[src/rtl/mem_access_unit.sv]
// Request sequencer in front of the data memory: single reads/writes and read bursts,
// fixed-latency sampling of mem_rdata, one response beat per word with backpressure.
module mem_access_unit #(
  parameter int DATA_W    = 32,
  parameter int MEM_DEPTH = 512,
  parameter int ADDR_W    = $clog2(MEM_DEPTH),
  parameter int LEN_W     = 3,
  parameter int MEM_LAT   = 1
) (
  input  logic              clk,
  input  logic              rst,
  input  logic              req_valid,
  output logic              req_ready,
  input  logic              req_we,
  input  logic [ADDR_W-1:0] req_addr,
  input  logic [LEN_W-1:0]  req_len,
  input  logic [DATA_W-1:0] req_wdata,
  output logic              resp_valid,
  input  logic              resp_ready,
  output logic [DATA_W-1:0] resp_rdata,
  output logic              resp_err,
  output logic              resp_last,
  output logic [ADDR_W-1:0] mem_addr,
  output logic              mem_we,
  output logic [DATA_W-1:0] mem_wdata,
  input  logic [DATA_W-1:0] mem_rdata,
  output logic [1:0]        dbg_state
);

  // Handshakes: a transfer happens on a rising edge where valid && ready are both 1;
  // the offering side holds its payload stable until that edge.

  typedef enum logic [1:0] {
    IDLE   = 2'd0,
    ACCESS = 2'd1,
    RESP   = 2'd2
  } state_t;

  localparam int              CNT_W    = LEN_W + 1;
  localparam logic [3:0]      LAT_LAST = 4'(MEM_LAT - 1);
  localparam logic [ADDR_W:0] DEPTH_A  = (ADDR_W + 1)'(MEM_DEPTH);

  state_t              state, state_next;
  logic [ADDR_W:0]     addr_q;
  logic [CNT_W-1:0]    count_q;
  logic [3:0]          lat_cnt;
  logic                mem_we_q;
  logic                accept, advance, access_done;
  logic [ADDR_W:0]     beat_addr_nxt;
  logic                nxt_in_range, cur_in_range;

  always_ff @(posedge clk) begin
    if (rst) state <= IDLE;
    else     state <= state_next;
  end

  always_comb begin
    state_next  = state;
    accept      = 1'b0;
    advance     = 1'b0;
    access_done = 1'b0;
    case (state)
      IDLE: begin
        if (req_valid) begin
          accept     = 1'b1;
          state_next = ACCESS;
        end
      end
      ACCESS: begin
        if (lat_cnt == LAT_LAST) begin
          access_done = 1'b1;
          state_next  = RESP;
        end
      end
      RESP: begin
        if (resp_ready) begin
          if (count_q == CNT_W'(1)) begin
            state_next = IDLE;
          end else begin
            advance    = 1'b1;
            state_next = ACCESS;
          end
        end
      end
      default: state_next = IDLE;
    endcase
  end

  assign req_ready  = (state == IDLE);
  assign resp_valid = (state == RESP);
  assign dbg_state  = state;

  // The beat address is one bit wider than the memory so overrun past the top is
  // detected instead of wrapping back to low addresses.
  assign beat_addr_nxt = (state == IDLE) ? {1'b0, req_addr} : addr_q + (ADDR_W + 1)'(1);
  assign nxt_in_range  = (beat_addr_nxt < DEPTH_A);
  assign cur_in_range  = (addr_q < DEPTH_A);

  always_ff @(posedge clk) begin
    if (rst) begin
      addr_q     <= '0;
      count_q    <= '0;
      lat_cnt    <= '0;
      mem_addr   <= '0;
      mem_we_q   <= 1'b0;
      mem_wdata  <= '0;
      resp_rdata <= '0;
      resp_err   <= 1'b0;
      resp_last  <= 1'b0;
    end else if (accept) begin
      addr_q    <= beat_addr_nxt;
      count_q   <= req_we ? CNT_W'(1) : CNT_W'(req_len) + CNT_W'(1);
      lat_cnt   <= '0;
      mem_addr  <= nxt_in_range ? beat_addr_nxt[ADDR_W-1:0] : '0;
      mem_we_q  <= req_we && nxt_in_range;
      mem_wdata <= req_wdata;
    end else if (advance) begin
      addr_q   <= beat_addr_nxt;
      count_q  <= count_q - CNT_W'(1);
      lat_cnt  <= '0;
      mem_addr <= nxt_in_range ? beat_addr_nxt[ADDR_W-1:0] : '0;
      mem_we_q <= 1'b0;
    end else if (state == ACCESS) begin
      // Write enable lives only for the first access cycle: one pulse per write.
      mem_we_q <= 1'b0;
      lat_cnt  <= lat_cnt + 4'd1;
      if (access_done) begin
        resp_rdata <= cur_in_range ? mem_rdata : '0;
        resp_err   <= !cur_in_range;
        resp_last  <= (count_q == CNT_W'(1));
      end
    end
  end

  assign mem_we = mem_we_q & ~rst;

endmodule

[config.mk]
export PLATFORM = sky130hd
export DESIGN_NAME = mem_access_unit
export DESIGN_NICKNAME = d
export VERILOG_FILES = /design/src/rtl/mem_access_unit.sv
export SDC_FILE = /design/constraint.sdc
export NUM_CORES = 1
export LEC_CHECK = 0
export CELL_PAD_IN_SITES_DETAIL_PLACEMENT = 1
export CELL_PAD_IN_SITES_GLOBAL_PLACEMENT = 2
export CORE_UTILIZATION = 25
export CTS_BUF_LIST = sky130_fd_sc_hd__clkbuf_2
export CTS_CLUSTER_DIAMETER = 200
export DETAILED_ROUTE_END_ITERATION = 8
export PLACE_DENSITY = 0.79
export SLEW_MARGIN = 10
export SYNTH_ARGS = -nofsm -noshare
export SYNTH_HDL_FRONTEND = slang
export SYNTH_SLANG_ARGS = --single-unit
export TNS_END_PERCENT = 10
[constraint.sdc]
create_clock -name clk -period 2.2 [get_ports clk]
set_input_delay 0.55 -clock clk [delete_from_list [all_inputs] [get_ports clk]]
set_output_delay 0.55 -clock clk [all_outputs]
set_load 0.01 [all_outputs]
== Yosys cells after proc, flatten, opt, wreduce, memory -nomap -nowiden ==
Cells that the tools add are included.

* Register bits after elaboration: 96
* Bits of input ports: 81
* Output and inout bits: 80
* Word-level logic and storage cells: 60

* Add/subtract/negate cells: 4
* Order comparisons: 2
* Equality and inequality tests: 6
* Mux-type cells: 25
* Bitwise operators: 4
* Reductions and logical operators: 9

{| class="wikitable"
|+ Operators with widths
! operator !! number
|-
| 32-bit 2-to-1 mux || 1
|-
| 10-bit 2-to-1 mux || 3
|-
| 9-bit 2-to-1 mux || 3
|-
| 10-bit < comparator, second input constant || 2
|-
| 4-bit 2-to-1 mux || 3
|-
| 1-bit 2-to-1 mux || 11
|-
| 10-bit by 1-bit adder with 10-bit output, second input constant || 1
|-
| 2-bit 2-to-1 mux || 3
|-
| 2-bit case mux with 3 select lines || 1
|-
| 3-bit by 1-bit adder with 4-bit output, second input constant || 1
|-
| 4-bit by 1-bit adder with 4-bit output, second input constant || 1
|-
| 4-bit by 1-bit equality test with 1-bit output, second input constant || 1
|-
| 4-bit logical NOT || 1
|-
| 2-bit != test, second input constant || 2
|-
| 4-bit AND reduction || 1
|-
| 4-bit by 1-bit subtractor with 4-bit output, second input constant || 1
|-
| 1-bit inverter || 3
|-
| 3-bit AND reduction || 1
|-
| 3-bit nonzero test || 1
|-
| 3-bit OR reduction || 1
|-
| 2-bit by 1-bit equality test with 1-bit output, second input constant || 1
|-
| 2-bit equality test, second input constant || 1
|-
| 2-bit logical NOT || 1
|-
| 2-bit by 1-bit != test with 1-bit output, second input constant || 1
|-
| 4 further kinds || 4
|}

== Depth between registers and ports, before layout ==
Gate-level depths: netlist (run 1).

* Depth in word-level cells: 6
* Mapped depth: 8
* Depth with buffers taken out: 6

== Worst setup path before layout (run 1) ==
OpenSTA, ideal clock, no wires.

* Path kind: register to register
* Start point: reg count_q[0]
* End point: reg addr_q[9]
* Setup time: 0.070 ns
* Arrival: 1.711 ns
* Required time: 2.130 ns
* Slack: 0.418 ns
* Cell stages (with the launch flop): 8
* Path buffers: 2
* Period minus slack after synthesis: 1.782 ns
* Path through: dfxtp_1 ha_1 or3b_1 buf_6 and2_4 nor3_4 buf_6 o2bb2ai_1

* Word-level cells in the longest chain between the ends: 5

{| class="wikitable"
|+ RTL lines
! element !! RTL line !! RTL
|-
| start: declaration || 45 || <nowiki>logic [CNT_W-1:0] count_q;</nowiki>
|-
| start signal: assignment || 112 || <nowiki>count_q <= req_we ? CNT_W'(1) : CNT_W'(req_len) + CNT_W'(1);</nowiki>
|-
| start signal: assignment || 119 || <nowiki>count_q <= count_q - CNT_W'(1);</nowiki>
|-
| 4-bit by 1-bit equality test with 1-bit output || 77 || <nowiki>if (count_q == CNT_W'(1)) begin</nowiki>
|-
| 1-bit 2-to-1 mux || 77 ||
|-
| 1-bit 2-to-1 mux || 76 || <nowiki>if (resp_ready) begin</nowiki>
|-
| 1-bit 2-to-1 mux || 62 || <nowiki>case (state)</nowiki>
|-
| 2-bit nonzero test (no source line) || - ||
|-
| end signal: assignment || 111 || <nowiki>addr_q <= beat_addr_nxt;</nowiki>
|-
| end signal: assignment || 118 || <nowiki>addr_q <= beat_addr_nxt;</nowiki>
|-
| end: declaration || 44 || <nowiki>logic [ADDR_W:0] addr_q;</nowiki>
|}

No other way between the ends.
A chain may end at the register's enable or synchronous reset.

== Final worst setup path (run 1) ==
* Start point: reg mem_addr[5]
* End point: out mem_addr[5]

{| class="wikitable"
|+ RTL lines
! element !! RTL line !! RTL
|-
| start: declaration || 23 || <nowiki>output logic [ADDR_W-1:0] mem_addr,</nowiki>
|-
| start signal: assignment || 114 || <nowiki>mem_addr <= nxt_in_range ? beat_addr_nxt[ADDR_W-1:0] : '0;</nowiki>
|-
| start signal: assignment || 121 || <nowiki>mem_addr <= nxt_in_range ? beat_addr_nxt[ADDR_W-1:0] : '0;</nowiki>
|}

No word-level cell between the ends.

==> results of run 1 <==
## metal layers
metal	part of all wire, %	vias up	track usage, %
met4	0.76	0	3.361
met5	0	-	0
li1	-	1870	-
met2	48	111	26.66
met3	6.0	6	5.276
met1	45	1785	17.96
## worst min-delay path: stages
cell and delay [ns]:
sky130_fd_sc_hd__clkdlybuf4s50_1 0.40, sky130_fd_sc_hd__nand2_1 0.06, sky130_fd_sc_hd__a21oi_1 0.05
## logic make-up (layout without fill, tap and decap cells)
kind of cell | count (synthesis) | count (layout) | synth area share, %
other | 0 | 1 | 0
DFF | 96 | 96 | 49.20
AOI/OAI and AO/OA | 112 | 112 | 17.62
adders and majority gates | 6 | 6 | 1.922
buffers and inverters | 41 | 201 | 4.612
and+or+nand+nor | 191 | 191 | 24.41
xor gates and xnor gates | 10 | 10 | 2.242
## Yosys cell counts (all sizes together) (2+ instances only)
| cell type | n |
|---|---|
| nand2 | 111 |
| dfxtp | 96 |
| a21oi | 71 |
| nand3b | 35 |
| clkbuf | 19 |
| buf | 13 |
| nor2 | 12 |
| a21o | 9 |
| a22o | 9 |
| inv | 9 |
| nand3 | 9 |
| ha | 6 |
| xor2 | 6 |
| a211oi | 5 |
| o21ai | 4 |
| xnor2 | 4 |
| nand4 | 3 |
| nor2b | 3 |
| nor4 | 3 |
| o31ai | 3 |
| a221oi | 2 |
| nand2b | 2 |
| nor3 | 2 |
| nor3b | 2 |
| nor4bb | 2 |
| o31a | 2 |
| o32a | 2 |
| or3b | 2 |
## registers in the layout, summed over array words and instances (netlist names)
signal,cells
mem_wdata,32
resp_rdata,32
addr_q,10
mem_addr,9
count_q,4
lat_cnt,4
dbg_state,2
mem_we_q,1
resp_err,1
resp_last,1
## report_power, final
part           internal, mW  switching, mW  leakage, nW
Clock                 0.373          0.628       0.0722
Combinational         0.448          0.393         1.98
Sequential             1.88         0.0765        0.811
## timing repair
item / CTS / global route
setup endpoints to repair: 6 / 66
pin swaps: 0 / 0
resized for setup: 14 / 103
buffers inserted: 1 / 0
## final cells by class
type                    count  area (µm²)
multi-input cells         319        1821
diodes                      1       2.502
clock inverters             7       95.09
flip-flops and latches     96        2001
repair buffers            176        1828
well taps                 188       235.2
inverters                   9       33.78
fillers                  1744        9141
clock buffers               9       45.04
## worst max path at each step
stage | start | to | depth (start not counted)
after floorplan | count_q[0] | addr_q[9] | 7
after detailed placement | req_valid | mem_addr[7] | 5
after global placement | req_valid | mem_addr[7] | 5
final | mem_addr[5] | mem_addr[5] | 1
after CTS | dbg_state[1] | resp_valid | 3
after global routing | mem_addr[2] | mem_addr[2] | 1
## through the flow
step                      hold WS, ns  worst slack (ns)  total power [mW]
after floorplan                0.4461            0.4180             2.360
after global placement         0.4374           -0.1193             2.821
after detailed placement       0.4461           -0.1487             2.843
after CTS                      0.3852          0.002680             3.884
after global routing           0.3588          -0.02730             4.038
final                          0.4616            0.1287             3.801
==> flow_metrics.env, run 1 <==
export IMPL_outcome="finished clean"
export IMPL_first_iter_violations=110
export IMPL_crit_type="flop to output pin"
export IMPL_number_of_cts_inserted_buffers=9
export IMPL_power_density_nw_per_um2=627.1
export IMPL_register_bit_total_from_synthesis=96
export IMPL_layout_common_cells="sky130_fd_sc_hd__clkdlybuf4s50_1, sky130_fd_sc_hd__nand2_1, sky130_fd_sc_hd__a21oi_1, sky130_fd_sc_hd__dfxtp_2, sky130_fd_sc_hd__dlymetal6s2s_1"
export IMPL_synth_top_cell_area_share_pct=49.20
export IMPL_first_pass_grt_wire_length_um=19240
export IMPL_timing_final_setup_violations=0
export IMPL_synth_net_count=543
export IMPL_drive_gt1_share_pct=16.72
export IMPL_synth_edff_count=0
export IMPL_finish_net_count=698
export IMPL_ir_worst_vdd_uv=298.7
export IMPL_setup_worst_path_end_class="output pin"
export IMPL_register_area_share_after_synthesis_pct=49.20
export IMPL_yosys_area_top_type="sky130_fd_sc_hd__dfxtp_1"
export IMPL_timing_critical_path_slowest_stage_cell="sky130_fd_sc_hd__clkdlybuf4s50_1"
export IMPL_drv_max_cap_violation_count=0
export IMPL_clock_tree_buffer_depth=2
export IMPL_cts_hold_fix_bufs=0
export IMPL_initial_core_utilization_pct=25.70
export IMPL_chipHeight_um=127
export IMPL_fin_crit_ns=2.071
export IMPL_port_buffers=160
export IMPL_crit_required_ns=1.65
export IMPL_syn2layout_area_growth_pct=55.16
export IMPL_crit_fanout=2
export IMPL_worst_slew_pin_slew_ns=0.5384
export IMPL_static_leakage_nw=2.862
export IMPL_main_flop_type_after_synthesis="sky130_fd_sc_hd__dfxtp_1"
export IMPL_routed_wirelength_um=12230
export IMPL_finalCritPeriodShare_pct=94.15
export IMPL_synth_area_top_cells="sky130_fd_sc_hd__dfxtp_1, sky130_fd_sc_hd__nand2_1, sky130_fd_sc_hd__a21oi_1"
export IMPL_timing_hold_worst_path_depth=3
export IMPL_worstPathBufferInverterCount=1
export IMPL_placement_rows=45
export IMPL_finalMaxSlewViolations=0
export IMPL_routedWlPerCell_um=15.19
export IMPL_r2r_end="lat_cnt[0]"
export IMPL_cts_htree_levels=3
export IMPL_routed_via_density=4.686
export IMPL_placed_cell_area_um2=5736
export IMPL_design_die_area_um2=16130
export IMPL_syn_area_per_cell_um2=8.566
export IMPL_worst_r2r_path_depth=5
export IMPL_min_delay_start="req_wdata[19]"
export IMPL_yosys_warnings=0
export IMPL_hold_path_endpoint="mem_wdata[19]"
export IMPL_final_cell_count_without_fillers=805
export IMPL_timing_critical_path_cells="clkdlybuf4s50_1"
export IMPL_cts_sink_count=96
export IMPL_number_of_antenna_violations_at_the_first_check_in_global_routing=1
export IMPL_timing_critical_path_from_type="flop"
export IMPL_die_width_um=127
export IMPL_yosysUniqueCellTypes=43
export IMPL_setup_reg_to_reg_worst_slack_ns=0.29
export IMPL_tritoncts="built"
export IMPL_drt_pass1_iter_count=4
export IMPL_relative_slew_margins_pct=64.10
export IMPL_dr_total_vias=3772
export IMPL_numPlacedInstances=787
export IMPL_finalSetupTns_ns=0
export IMPL_ctsRootBufferMaster="sky130_fd_sc_hd__clkbuf_2"
export IMPL_final_hold_viol_count=0
export IMPL_pin_count_of_the_biggest_net_entering_global_routing=47
export IMPL_cts_clk_slew_worst_paths_ns=0.27
export IMPL_clock_insertion_delay_worst_skew_ns=0.60
export IMPL_dp_hpwl_um=8674
export IMPL_fp_coreArea_um2=15200
export IMPL_drt_antenna_violating_nets=0
export IMPL_place_congestion=0.7452
export IMPL_design_portCount=161
export IMPL_timing_critical_path_arrival_ns=1.52
export IMPL_mappedNetlistArea_um2=3906
export IMPL_fin_worst_skew_ns=0.03259
export IMPL_rsz0062_at_grt="yes"
export IMPL_timing_critical_path_max_delay_family="buffers and inverters"
export IMPL_layout_core_utilization_pct=39.87
export IMPL_mostFrequentLayoutCell="sky130_fd_sc_hd__clkdlybuf4s50_1"
export IMPL_syn_instance_count=456
export IMPL_hold_path_class="input pin to flop"
export IMPL_post_route_cell_area_um2=6061
export IMPL_vias_in_the_first_global_route=3819
export IMPL_global_route_usage_total_pct=15.25
export IMPL_async_flop_share_pct=0
export IMPL_residual_drc_count=0
export IMPL_fmax_ghz=0.4828
export IMPL_worstReg2RegStart="count_q[0]"
export IMPL_globalRoute_totalOverflow=0
export IMPL_cp_slowest_stage_delay_ns=0.54
Note: power is estimated with default switching activity, not from simulation.
==> run 2: changes to the inputs <==
--- a/config.mk
+++ b/config.mk
@@ -12,6 +12,7 @@
 export CTS_CLUSTER_DIAMETER = 200
 export DETAILED_ROUTE_END_ITERATION = 8
 export PLACE_DENSITY = 0.79
+export SKIP_CTS_REPAIR_TIMING = 1
 export SLEW_MARGIN = 10
 export SYNTH_ARGS = -nofsm -noshare
 export SYNTH_HDL_FRONTEND = slang
==> flow_metrics.env, run 2 (same netlist as run 1, synthesis figures left out) <==
export IMPL_design_portCount=161
export IMPL_routed_wirelength_um=12240
export IMPL_number_of_cts_inserted_buffers=9
export IMPL_relative_slew_margins_pct=63.76
export IMPL_ctsRootBufferMaster="sky130_fd_sc_hd__clkbuf_2"
export IMPL_drv_max_cap_violation_count=0
export IMPL_hold_path_class="input pin to flop"
export IMPL_setup_ws_ns=0.1060
export IMPL_fin_crit_ns=2.094
export IMPL_die_width_um=127
export IMPL_crit_required_ns=1.65
export IMPL_final_hold_viol_count=0
export IMPL_vias_in_the_first_global_route=3813
export IMPL_ir_worst_vdd_uv=298.5
export IMPL_fmax_ghz=0.4776
export IMPL_residual_drc_count=0
export IMPL_clock_insertion_delay_worst_skew_ns=0.59
export IMPL_placed_cell_area_um2=5736
export IMPL_clock_tree_buffer_depth=2
export IMPL_drt_pass1_iter_count=4
export IMPL_design_die_area_um2=16130
export IMPL_tritoncts="built"
export IMPL_timing_critical_path_from_type="flop"
export IMPL_place_congestion=0.7452
export IMPL_fp_coreArea_um2=15200
export IMPL_global_route_usage_total_pct=15.22
export IMPL_dr_total_vias=3784
export IMPL_total_area_of_multi_input_combinational_cells_um2=1810
export IMPL_dp_hpwl_um=8674
export IMPL_setup_worst_path_end_class="output pin"
export IMPL_mostFrequentLayoutCell="sky130_fd_sc_hd__clkdlybuf4s50_1"
export IMPL_routed_via_density=4.695
export IMPL_first_iter_violations=127
export IMPL_sequential_cell_area_um2=2001
export IMPL_first_pass_grt_wire_length_um=19200
export IMPL_initial_core_utilization_pct=25.70
export IMPL_fill_cells=1748
export IMPL_placement_rows=45
export IMPL_layout_common_cells="sky130_fd_sc_hd__clkdlybuf4s50_1, sky130_fd_sc_hd__nand2_1, sky130_fd_sc_hd__a21oi_1, sky130_fd_sc_hd__dfxtp_2, sky130_fd_sc_hd__dlymetal6s2s_1"
export IMPL_globalRoute_totalOverflow=0
export IMPL_drive_gt1_share_pct=16.69
export IMPL_static_leakage_nw=2.920
export IMPL_fin_worst_skew_ns=0.02587
export IMPL_worst_slew_pin_slew_ns=0.5435
export IMPL_timing_final_setup_violations=0
export IMPL_outcome="finished clean"
export IMPL_cts_clk_slew_worst_paths_ns=0.26
export IMPL_finalMaxSlewViolations=0
export IMPL_finalCritPeriodShare_pct=95.18
export IMPL_cts_sink_count=96
export IMPL_crit_type="flop to output pin"
export IMPL_pre_cts_ws_ns=-0.1487
export IMPL_timing_critical_path_arrival_ns=1.54
export IMPL_drt_antenna_violating_nets=0
export IMPL_port_buffers=160
export IMPL_post_route_cell_area_um2=6072
export IMPL_crit_fanout=8
export IMPL_finish_net_count=699
export IMPL_chipHeight_um=127
export IMPL_number_of_antenna_violations_at_the_first_check_in_global_routing=1
export IMPL_pin_count_of_the_biggest_net_entering_global_routing=47
export IMPL_syn2layout_area_growth_pct=55.45
export IMPL_power_density_nw_per_um2=625.1
export IMPL_routedWlPerCell_um=15.18
export IMPL_rsz0062_at_grt="yes"
export IMPL_reg_largest_list="mem_wdata (32), resp_rdata (32), addr_q (10)"
export IMPL_cts_htree_levels=3
==> run 2: cell types whose count changed in the layout (fill, tap and decap cells not counted) <==
| cell | previous run | this run |
|---|---|---|
| sky130_fd_sc_hd__buf_2 | 3 | 1 |
| sky130_fd_sc_hd__buf_4 | 14 | 15 |
| sky130_fd_sc_hd__clkbuf_2 | 9 | 11 |
| sky130_fd_sc_hd__clkdlybuf4s50_1 | 114 | 113 |
| sky130_fd_sc_hd__dlygate4sd2_1 | 3 | 0 |
| sky130_fd_sc_hd__dlymetal6s2s_1 | 40 | 44 |
| sky130_fd_sc_hd__nor2b_1 | 2 | 3 |
| sky130_fd_sc_hd__nor2b_4 | 1 | 0 |
| sky130_fd_sc_hd__or2_2 | 0 | 1 |
| sky130_fd_sc_hd__or2_4 | 1 | 0 |
==> run 2: metrics by stage <==
step                      TNS (ns)  util, %  hold WS [ns]  power (mW)  instances
after floorplan                  0        -        0.4461       2.360        456
after global placement     -0.2212    37.73        0.4374       2.821        787
after detailed placement   -0.7360    37.73        0.4461       2.843        787
after CTS                   -1.414    38.65        0.3852       3.886        803
after global routing      -0.09473    39.94        0.3588       4.037        806
final                            0    39.94        0.4638       3.796        806
==> run 2: critical path: stages, from the launching register on <==
cell and delay (ns):
sky130_fd_sc_hd__dfxtp_4 0.42, sky130_fd_sc_hd__or2_2 0.33, sky130_fd_sc_hd__inv_2 0.09, sky130_fd_sc_hd__clkbuf_2 0.13
==> run 2: final cells by class <==
| type | instances | area share [%] |
|---|---|---|
| Multi-Input combinational cell | 319 | 29.82 |
| Inverter | 9 | 0.5564 |
| Tap cell | 188 | 3.874 |
| Timing Repair Buffer | 177 | 30.46 |
| Clock inverter | 7 | 1.566 |
| Sequential cell | 96 | 32.95 |
| Antenna cell | 1 | 0.04121 |
| Clock buffer | 9 | 0.7418 |
==> run 2: final timing paths <==
kind	start	end	slack, ns	cells past startpoint
worst max-delay path	dbg_state[1]	req_ready	0.11	3
worst min-delay path	req_wdata[19]	mem_wdata[19]	0.46	3
worst max register to register	count_q[0]	lat_cnt[0]	0.29	5
worst min register to register	resp_rdata[18]	resp_rdata[18]	0.47	2
==> run 2: metal layers <==
metal	GRT usage [%]	vias up	wire (µm)
met4	3.361	0	93
met5	0	-	0
met3	5.276	6	737
met2	26.60	112	5879
li1	-	1873	-
met1	17.93	1793	5525
==> run 2: power by group <==
group | switching (mW) | leakage [nW] | internal [mW]
logic | 0.391 | 2.04 | 0.448
registers | 0.0782 | 0.811 | 1.88
clock network | 0.624 | 0.0722 | 0.373
